--- src/rtl/s2a_pkg.sv ---
// Shared definitions for the S2A sample packer: FSM encoding, packing-mode
// constants and counter widths.
package s2a_pkg;

   typedef enum logic [1:0] {
      IDLE       = 2'd0,
      WAIT_FRAME = 2'd1,
      RUN        = 2'd2
   } state_t;

   localparam logic MODE_16 = 1'b0;
   localparam logic MODE_8  = 1'b1;

   localparam int SCNT_W = 32;
   localparam int SAT_W  = 16;
   localparam int WORD_W = 32;

endpackage

--- src/rtl/s2a_packer_if.sv ---
// Sample-in / packed-word-out bus between the sample source, the packer and
// the downstream S2A controller.
interface s2a_packer_if #(
   parameter int IW = 12
);

   logic          in_valid;
   logic [IW-1:0] in_i;
   logic [IW-1:0] in_q;
   logic          in_frame;
   logic [31:0]   Odata;
   logic          Oen;

   modport master (
      output in_valid, in_i, in_q, in_frame,
      input  Odata, Oen
   );

   modport slave (
      input  in_valid, in_i, in_q, in_frame,
      output Odata, Oen
   );

endinterface

--- src/rtl/s2a_packer_iq_round_sat.sv ---
// Combinational reduction of one IW-bit two's-complement component to a
// rounded, saturated signed byte plus a flag raised when clipping occurred.
module iq_round_sat
   import s2a_pkg::*;
#(
   parameter int IW = 12
) (
   input  logic [IW-1:0] i_x,
   output logic [7:0]    o_x8,
   output logic          o_sat
);

   // One guard bit on top of IW keeps the rounding add from overflowing.
   localparam logic signed [IW:0] ROUND = (IW+1)'(1) << (IW-9);
   localparam logic signed [IW:0] MAXV  = (IW+1)'(127);
   localparam logic signed [IW:0] MINV  = -(IW+1)'(128);

   logic signed [IW:0] w_sum;
   logic signed [IW:0] w_shift;

   always_comb begin
      w_sum   = $signed({i_x[IW-1], i_x}) + ROUND;
      w_shift = w_sum >>> (IW-8);
      o_sat   = 1'b0;
      o_x8    = w_shift[7:0];
      if (w_shift > MAXV) begin
         o_sat = 1'b1;
         o_x8  = 8'h7F;
      end else if (w_shift < MINV) begin
         o_sat = 1'b1;
         o_x8  = 8'h80;
      end
   end

endmodule

--- src/rtl/s2a_packer.sv ---
// Packs accepted I/Q samples into 32-bit words for the S2A stream buffer,
// either one 16-bit pair per word or two rounded 8-bit pairs per word.
module s2a_packer
   import s2a_pkg::*;
#(
   parameter int IW = 12
) (
   input  logic              Sclk,
   input  logic              rst,
   input  logic              sync,
   input  logic              mode,
   input  logic              arm_on_frame,
   s2a_packer_if.slave       bus,
   output logic [SCNT_W-1:0] scnt,
   output logic [SAT_W-1:0]  sat_cnt
);

   state_t              r_state;
   state_t              w_next;
   logic                r_mode;
   logic                r_arm;
   logic                r_pair;
   logic                r_oen;
   logic [15:0]         r_held;
   logic [WORD_W-1:0]   r_odata;

   logic                w_clear;
   logic                w_accept;
   logic [7:0]          w_i8;
   logic [7:0]          w_q8;
   logic                w_isat;
   logic                w_qsat;
   logic [SAT_W:0]      w_satSum;
   logic [SAT_W-1:0]    w_satNext;

   assign w_clear = rst | sync;

   iq_round_sat #(.IW(IW)) u_sat_i (.i_x(bus.in_i), .o_x8(w_i8), .o_sat(w_isat));
   iq_round_sat #(.IW(IW)) u_sat_q (.i_x(bus.in_q), .o_x8(w_q8), .o_sat(w_qsat));

   always_comb begin
      w_next   = r_state;
      w_accept = 1'b0;
      case (r_state)
         IDLE: w_next = r_arm ? WAIT_FRAME : RUN;
         WAIT_FRAME: begin
            if (bus.in_valid && bus.in_frame) begin
               w_accept = 1'b1;
               w_next   = RUN;
            end
         end
         RUN: w_accept = bus.in_valid;
         default: w_next = IDLE;
      endcase
   end

   always_ff @(posedge Sclk) begin
      if (w_clear) r_state <= IDLE;
      else         r_state <= w_next;
   end

   // Configuration is only sampled while the block is held in reset/resync.
   always_ff @(posedge Sclk) begin
      if (w_clear) begin
         r_mode <= mode;
         r_arm  <= arm_on_frame;
      end
   end

   always_comb begin
      w_satSum  = {1'b0, sat_cnt} + (SAT_W+1)'(w_isat) + (SAT_W+1)'(w_qsat);
      w_satNext = w_satSum[SAT_W] ? '1 : w_satSum[SAT_W-1:0];
   end

   always_ff @(posedge Sclk) begin
      if (w_clear) begin
         r_oen   <= 1'b0;
         r_odata <= '0;
         r_pair  <= 1'b0;
         r_held  <= '0;
         scnt    <= '0;
         sat_cnt <= '0;
      end else begin
         r_oen <= 1'b0;
         if (w_accept) begin
            scnt <= scnt + SCNT_W'(1);
            if (r_mode == MODE_16) begin
               r_odata <= {16'($signed(bus.in_q)), 16'($signed(bus.in_i))};
               r_oen   <= 1'b1;
            end else begin
               sat_cnt <= w_satNext;
               if (!r_pair) begin
                  r_held <= {w_q8, w_i8};
                  r_pair <= 1'b1;
               end else begin
                  r_odata <= {w_q8, w_i8, r_held};
                  r_oen   <= 1'b1;
                  r_pair  <= 1'b0;
               end
            end
         end
      end
   end

   // A strobe falling due while reset/resync is held must not reach the controller.
   assign bus.Odata = r_odata;
   assign bus.Oen   = r_oen & ~w_clear;

endmodule
--- src/flat_wrapper.sv ---
// flat-port wrapper written by rule: the top's interface ports become plain ports
module s2a_packer_flat import s2a_pkg::*;
#(
   parameter int IW = 12
)
  (Sclk, rst, sync, mode, arm_on_frame, scnt, sat_cnt, bus_in_valid, bus_in_i, bus_in_q, bus_in_frame, bus_Odata, bus_Oen);
  s2a_packer_if #(.IW(IW)) bus_i ();
  input  logic Sclk;
  input  logic rst;
  input  logic sync;
  input  logic mode;
  input  logic arm_on_frame;
  output logic [SCNT_W-1:0] scnt;
  output logic [SAT_W-1:0] sat_cnt;
  input wire logic [$bits(bus_i.in_valid)-1:0] bus_in_valid;
  input wire logic [$bits(bus_i.in_i)-1:0] bus_in_i;
  input wire logic [$bits(bus_i.in_q)-1:0] bus_in_q;
  input wire logic [$bits(bus_i.in_frame)-1:0] bus_in_frame;
  output wire logic [$bits(bus_i.Odata)-1:0] bus_Odata;
  output wire logic [$bits(bus_i.Oen)-1:0] bus_Oen;
  assign bus_i.in_valid = bus_in_valid;
  assign bus_i.in_i = bus_in_i;
  assign bus_i.in_q = bus_in_q;
  assign bus_i.in_frame = bus_in_frame;
  assign bus_Odata = bus_i.Odata;
  assign bus_Oen = bus_i.Oen;
  s2a_packer #(.IW(IW)) u_core (.Sclk(Sclk), .rst(rst), .sync(sync), .mode(mode), .arm_on_frame(arm_on_frame), .bus(bus_i), .scnt(scnt), .sat_cnt(sat_cnt));
endmodule
--- config.mk ---
export PLATFORM = sky130hd
export DESIGN_NAME = s2a_packer_flat
export DESIGN_NICKNAME = d
export VERILOG_FILES = /design/src/rtl/s2a_pkg.sv /design/src/rtl/s2a_packer_if.sv /design/src/rtl/s2a_packer_iq_round_sat.sv /design/src/rtl/s2a_packer.sv /design/src/flat_wrapper.sv
export SDC_FILE = /design/constraint.sdc
export NUM_CORES = 1
export LEC_CHECK = 0
export ABC_CLOCK_PERIOD_IN_PS = 6400
export CAP_MARGIN = 20
export CELL_PAD_IN_SITES_DETAIL_PLACEMENT = 0
export CELL_PAD_IN_SITES_GLOBAL_PLACEMENT = 1
export CORE_ASPECT_RATIO = 0.9
export CORE_MARGIN = 2
export CORE_UTILIZATION = 30
export DETAILED_ROUTE_END_ITERATION = 10
export PLACE_DENSITY_LB_ADDON = 0.1
export SLEW_MARGIN = 20
export SYNTH_ARGS = -nofsm -noshare
export SYNTH_HDL_FRONTEND = slang
export SYNTH_HIERARCHICAL = 1
export SYNTH_SLANG_ARGS = --single-unit
--- constraint.sdc ---
create_clock -name Sclk -period 6.4 [get_ports Sclk]
set_input_delay 1.28 -clock Sclk [delete_from_list [all_inputs] [get_ports Sclk]]
set_output_delay 1.28 -clock Sclk [all_outputs]
set_load 0.01 [all_outputs]
### Word level (Yosys, flattened, before mapping)

Cells that the tools add are included.

| cells by class | value |
|---|---|
| muxes and demuxes | 19 |
| magnitude comparators | 4 |
| reductions and logical operators | 7 |
| bitwise gates (word level) | 6 |
| $add $sub $neg | 5 |
| eq/ne operators | 4 |

Operator list:

| kind | number |
|---|---|
| two-way mux 32 bit | 2 |
| adder 32 x 1 -> 32 bit (second input constant) | 1 |
| two-way mux 8 bit | 4 |
| adder 12 x 5 -> 13 bit (second input constant) | 2 |
| > comparator 9 x 8 -> 1 bit (second input constant) | 2 |
| < comparator 9 x 8 -> 1 bit (second input constant) | 2 |
| adder 16 x 1 -> 17 bit | 1 |
| adder 17 x 1 -> 17 bit | 1 |
| two-way mux 16 bit | 1 |
| two-way mux 1 bit | 8 |
| one-hot mux 2 bit (3 select lines) | 1 |
| AND reduction 2 bit | 3 |
| two-way mux 2 bit | 2 |
| inverter 1 bit | 4 |
| AND reduction 3 bit | 1 |
| equality test 2 x 1 -> 1 bit (second input constant) | 1 |
| equality test 2 bit (second input constant) | 1 |
| logical NOT 2 bit | 1 |
| != test 2 x 1 -> 1 bit (second input constant) | 1 |
| != test 2 bit (second input constant) | 1 |
| one-hot mux 1 bit (2 select lines) | 1 |
| OR reduction 2 bit | 1 |
| AND 1 bit | 1 |
| logical AND 1 bit | 1 |
| OR 1 bit | 1 |

| storage, ports and cells | value |
|---|---|
| word-level logic and storage cells | 54 |
| register bits after elaboration | 102 |
| output and inout port bits | 81 |

### Logic depth before layout (Yosys ltp)

| logic depth | value |
|---|---|
| depth after elaboration | 7 |
| depth in mapped cells | 13 |

### Modules after synthesis

Netlist, hierarchy kept.

By module, submodules not included:

| module | cells each | times used | area an instance (um2) | seq. area each (um2) |
|---|---|---|---|---|
| s2a_packer | 507 | 1 | 4586.9 | 2062.0 |
| iq_round_sat | 47 | 2 | 275.3 | 0.0 |

### Worst setup path before layout

OpenSTA, ideal clock, no wires.

| timing | value |
|---|---|
| kind | input-to-reg |
| start | input port bus_in_i[11] |
| end | register u_core.sat_cnt[8] |
| slack | 2.707 ns |
| setup time | 0.074 ns |
| buffers on the path | 2 |
| data arrival time | 3.619 ns |
| stages | 13 |
| cells stage by stage | clkbuf_1 > nand2_1 > xnor2_1 > nor3_1 > inv_1 > fa_1 > inv_1 > ha_1 > nand2_1 > or3_1 > clkbuf_1 > or4_1 > a31oi_1 |

| between the ends | value |
|---|---|
| longest elaborated chain between the ends | 7 |
| elaborated cells on any way between the ends | 8 |
| classes of those cells | add/sub: 3; order compare: 2; mux: 3 |

Ends and longest elaborated chain:

| what | line | RTL |
|---|---|---|
| start, declared | flat_wrapper.sv:16 | `input wire logic [$bits(bus_i.in_i)-1:0] bus_in_i;` |
| adder 12 x 5 -> 13 bit (*) | s2a_packer_iq_round_sat.sv:22 | `w_sum = $signed({i_x[IW-1], i_x}) + ROUND;` |
| < comparator 9 x 8 -> 1 bit | s2a_packer_iq_round_sat.sv:29 | `end else if (w_shift < MINV) begin` |
| two-way mux 1 bit | s2a_packer_iq_round_sat.sv:29 |  |
| two-way mux 1 bit (*) | s2a_packer_iq_round_sat.sv:26 | `if (w_shift > MAXV) begin` |
| via u_core.w_isat | s2a_packer.sv:31 | `logic w_isat;` |
| adder 16 x 1 -> 17 bit (*) | s2a_packer.sv:71 | `w_satSum = {1'b0, sat_cnt} + (SAT_W+1)'(w_isat) + (SAT_W+1)'(w_qsat);` |
| adder 17 x 1 -> 17 bit (*) | s2a_packer.sv:71 |  |
| two-way mux 16 bit (*) | s2a_packer.sv:72 | `w_satNext = w_satSum[SAT_W] ? '1 : w_satSum[SAT_W-1:0];` |
| end signal, assigned | s2a_packer.sv:91 | `sat_cnt <= w_satNext;` |
| end, declared | s2a_packer.sv:15 | `output logic [SAT_W-1:0] sat_cnt` |

Mark *: on every way through the listed nets, which the timed path passes. The rest lies on a longest branch.
A chain may end at the register's enable or synchronous reset.

### Worst setup path after layout

| timing | value |
|---|---|
| start | input port bus_in_i[4] |
| end | register u_core.sat_cnt[7] |

The elaborated chain is that of the path after synthesis.

==> key figures <==
Power and ir drop
  – Int Power: about 1.0 mW
  – Peak supply drop: 123 uV
  – Comb power frac: a little under a tenth
  – Leakage: 2.12 nW
  – Sequential power share: a little under half
  – PD cells: 199 nW/um^2
  – Switching fraction of total power: 24.9%
  – Sw power: 0.334 mW
  – Clk pwr share: between 40% and 50%

Place
  – GP Congestion: 0.801
  – DP HPWL: about 11 mm
  – Placed insts: 894
  – Port Buf Inserts: ~110
  – Placed Area: 6410 sq um

Setup path
  – R2R depth: 8
  – Max Fanout on Critical Path: 13
  – Worst setup EP type: flop
  – Critical Path Start Type: input port
  – Kind of critical path: input port to flop
  – R2R Setup Slk: around 3.9 ns
  – Worst reg2reg startpoint: u_core/sat_cnt[0]$_SDFFE_PP0P_
  – Critical path arrival: 4.62 ns
  – Worst Setup SP: bus_in_i[4]
  – Req. time, crit path: about 6.7 ns
  – CP endpoint: u_core/sat_cnt[7]$_SDFFE_PP0P_
  – Reg2reg end: u_core/sat_cnt[7]$_SDFFE_PP0P_

Die
  – Die W: 142 microns
  – Die height: 128 microns
  – Core Box Area: 16800 sq um
  – Site Rows: 45
  – Initial Util: 30.5%
  – IO Pins: 112
  – Die area: 18200 sq um

Global routing
  – Initial antenna violation count: 0
  – Total GRT Usage: 17.0%
  – Overflow after GRT: 0
  – Pin count of the biggest net entering global routing: 66
  – First-pass GRT wire length: around 25 mm
  – Vias in the first global route: between 4000 and 5000

Layout
  – Area added between synthesis and finish: 31.4%
  – Most common cell after layout, fill and taps aside: clkdlybuf4s50_1
  – ANT cells: 0
  – Final nets: 734
  – Layout cell share with drive strength beyond 1: between 4 and 5%
  – Final std cells w/o fill: 911
  – Fillers: 1665
  – Most frequent cells in the layout: clkdlybuf4s50_1 (111), dfxtp_1 (100), nor2_1 (69)
  – Design area: 6750 sq um

Timing
  – TNS Setup: 0 ns
  – Worst-Margin Slew: 0.773 ns
  – Unrepaired setup endpoints after global routing: no
  – Final setup violating endpoints: 0
  – Pins Over Slew Limit: 0
  – Achievable Freq: roughly 0.23 GHz
  – Final hold violations: 0
  – Final Cycle Share: 67.9%
  – Max_slew headroom: 48.4%
  – Clock Skews: about 0.012 ns
  – Final worst path period need: 4.35 ns

Synth
  – Ys async rst share: 0%
  – Syn nets: 640
  – Syn_area_per_cell: 8.55 sq um
  – Synth Warn #: 6
  – Main synth FF type: dfxtp_1
  – Synth cell types: 49
  – Gate Count Post-Synth: between 600 and 700
  – Sequential-to-total area share from yosys stat: 40.1%
  – EDFF count, synth: 2
  – Netlist Area Pre-Place: just over 5000 sq um
  – Register bit total from synthesis: 102

Worst hold path
  – Hold Path Class: flop to flop
  – Hold Crit Start: u_core/scnt[21]$_SDFFE_PP0P_

Drt
  – Post-Route WL: around 15 mm
  – WL/cell: 16.7 microns
  – DRT Pass-1 Iters: 5
  – Via density: roughly 5.4
  – Drt initial violations: 265
  – DRT antenna net count: 0
  – Via count: approximately 5000
  – DRC violations left: 0

Job
  – Max-cap violations: 0

Clock network
  – CTS Buf Count: 9
  – Clk slew on worst S/H paths: approximately 0.080 ns
  – CTS Sinks: a little over 100
  – Root Buffer: clkbuf_16
  – Longest Clk Path Bufs: 2
  – # hold bufs at CTS: 0
  – CTS tree: yes
  – Post-CTS Resized: 0
  – H-tree levels: 3
  – Worst skew pair latency: 0.36 ns
  – Post-CTS Repair Setup Buffers: 0

Run status
  – Status: finished, final reports clean
==> through the flow <==
step / util (%) / hold slack (ns) / total power, mW / setup slack (ns)
floorplan: - / 0.458 / 0.728 / 2.71
global placement: 38.1 / 0.468 / 0.781 / 1.81
detailed placement: 38.1 / 0.480 / 0.783 / 1.73
CTS: 39.9 / 0.494 / 1.37 / 2.08
global route: 40.1 / 0.517 / 1.41 / 1.72
finish: 40.1 / 0.494 / 1.34 / 2.05
==> cells by family after synthesis <==
family	synth area share [%]
and+or+nand+nor	24.4
AOI/OAI and AO/OA	18.3
DFF	40.1
buffers and inverters	4.58
muxes	7.99
xor gates and xnor gates	2.56
adders and majority gates	2.09
==> worst max-delay path, cell delays in order <==
cell             delay [ns]
clkdlybuf4s50_1        0.55
ha_1                   0.26
nand2_1                0.12
xnor2_1                0.15
nor3_1                 0.18
inv_1                  0.11
fa_1                   0.44
inv_1                  0.07
ha_1                   0.13
nand2_1                0.10
nor3_1                 0.41
nand3_1                0.52
a31oi_1                0.30
==> power groups by stage <==
stage | clock network (mW) | registers [mW] | logic (mW)
2_1_floorplan | 0 | 0.656 | 0.0721
3_3_place_gp | 0 | 0.656 | 0.125
6_report | 0.575 | 0.642 | 0.126
5_1_grt | 0.625 | 0.642 | 0.139
4_1_cts | 0.597 | 0.641 | 0.127
3_5_place_dp | 0 | 0.657 | 0.126
==> cells in the mapped netlist (all sizes together), types with 13 or more instances <==
cell | number | share of area [%]
dfxtp | 100 | 39
nor2 | 69 | 5.0
nand2 | 44 | 3.5
mux2i | 41 | 8.0
a21oi | 40 | 3.9
nand3 | 27 | 2.6
clkbuf | 26 | 1.9
a211oi | 25 | 3.7
inv | 21 | 1.5
or3 | 21 | 2.6
o21ai | 15 | 1.5
or4 | 15 | 2.3
nand4 | 14 | 1.8
xnor2 | 13 | 2.2
==> worst min-delay path by stage <==
stage	end	cells after the start
finish	u_core/scnt[21]$_SDFFE_PP0P_	2
global route	u_core/scnt[21]$_SDFFE_PP0P_	2
CTS	u_core/scnt[21]$_SDFFE_PP0P_	2
detailed placement	u_core/bus.Odata[15]$_SDFFE_PP0P_	2
global placement	u_core/scnt[31]$_SDFFE_PP0P_	2
floorplan	u_core/bus.Odata[11]$_SDFFE_PP0P_	2
==> cell type report <==
class                   count  area [sq um]  area share [%]
clock buffers              13           292            4.32
clock inverters             3          23.8           0.352
inverters                  21          78.8            1.17
multi-input cells         444          2860            42.3
flip-flops and latches    102          2060            30.5
well taps                 211           264            3.91
repair buffers            117          1180            17.4
==> metal layers <==
metal | global-route usage (%) | vias up | share of wire [%]
met1 | 22.8 | 2347 | 48
li1 | - | 2438 | -
met4 | 4.41 | 0 | 0.99
met3 | 5.01 | 12 | 5.4
met2 | 27.0 | 111 | 46
met5 | 0 | - | 0
==> registers in the layout, indices dropped and copies added, names as in the netlist <==
signal,count
u_core/r_held,16
u_core/r_state,2
u_core/r_oen,1
u_core/r_mode,1
u_core/r_arm,1
u_core/bus.Odata,32
u_core/r_pair,1
u_core/scnt,32
u_core/sat_cnt,16
Note: power is estimated with default switching activity, not from simulation.
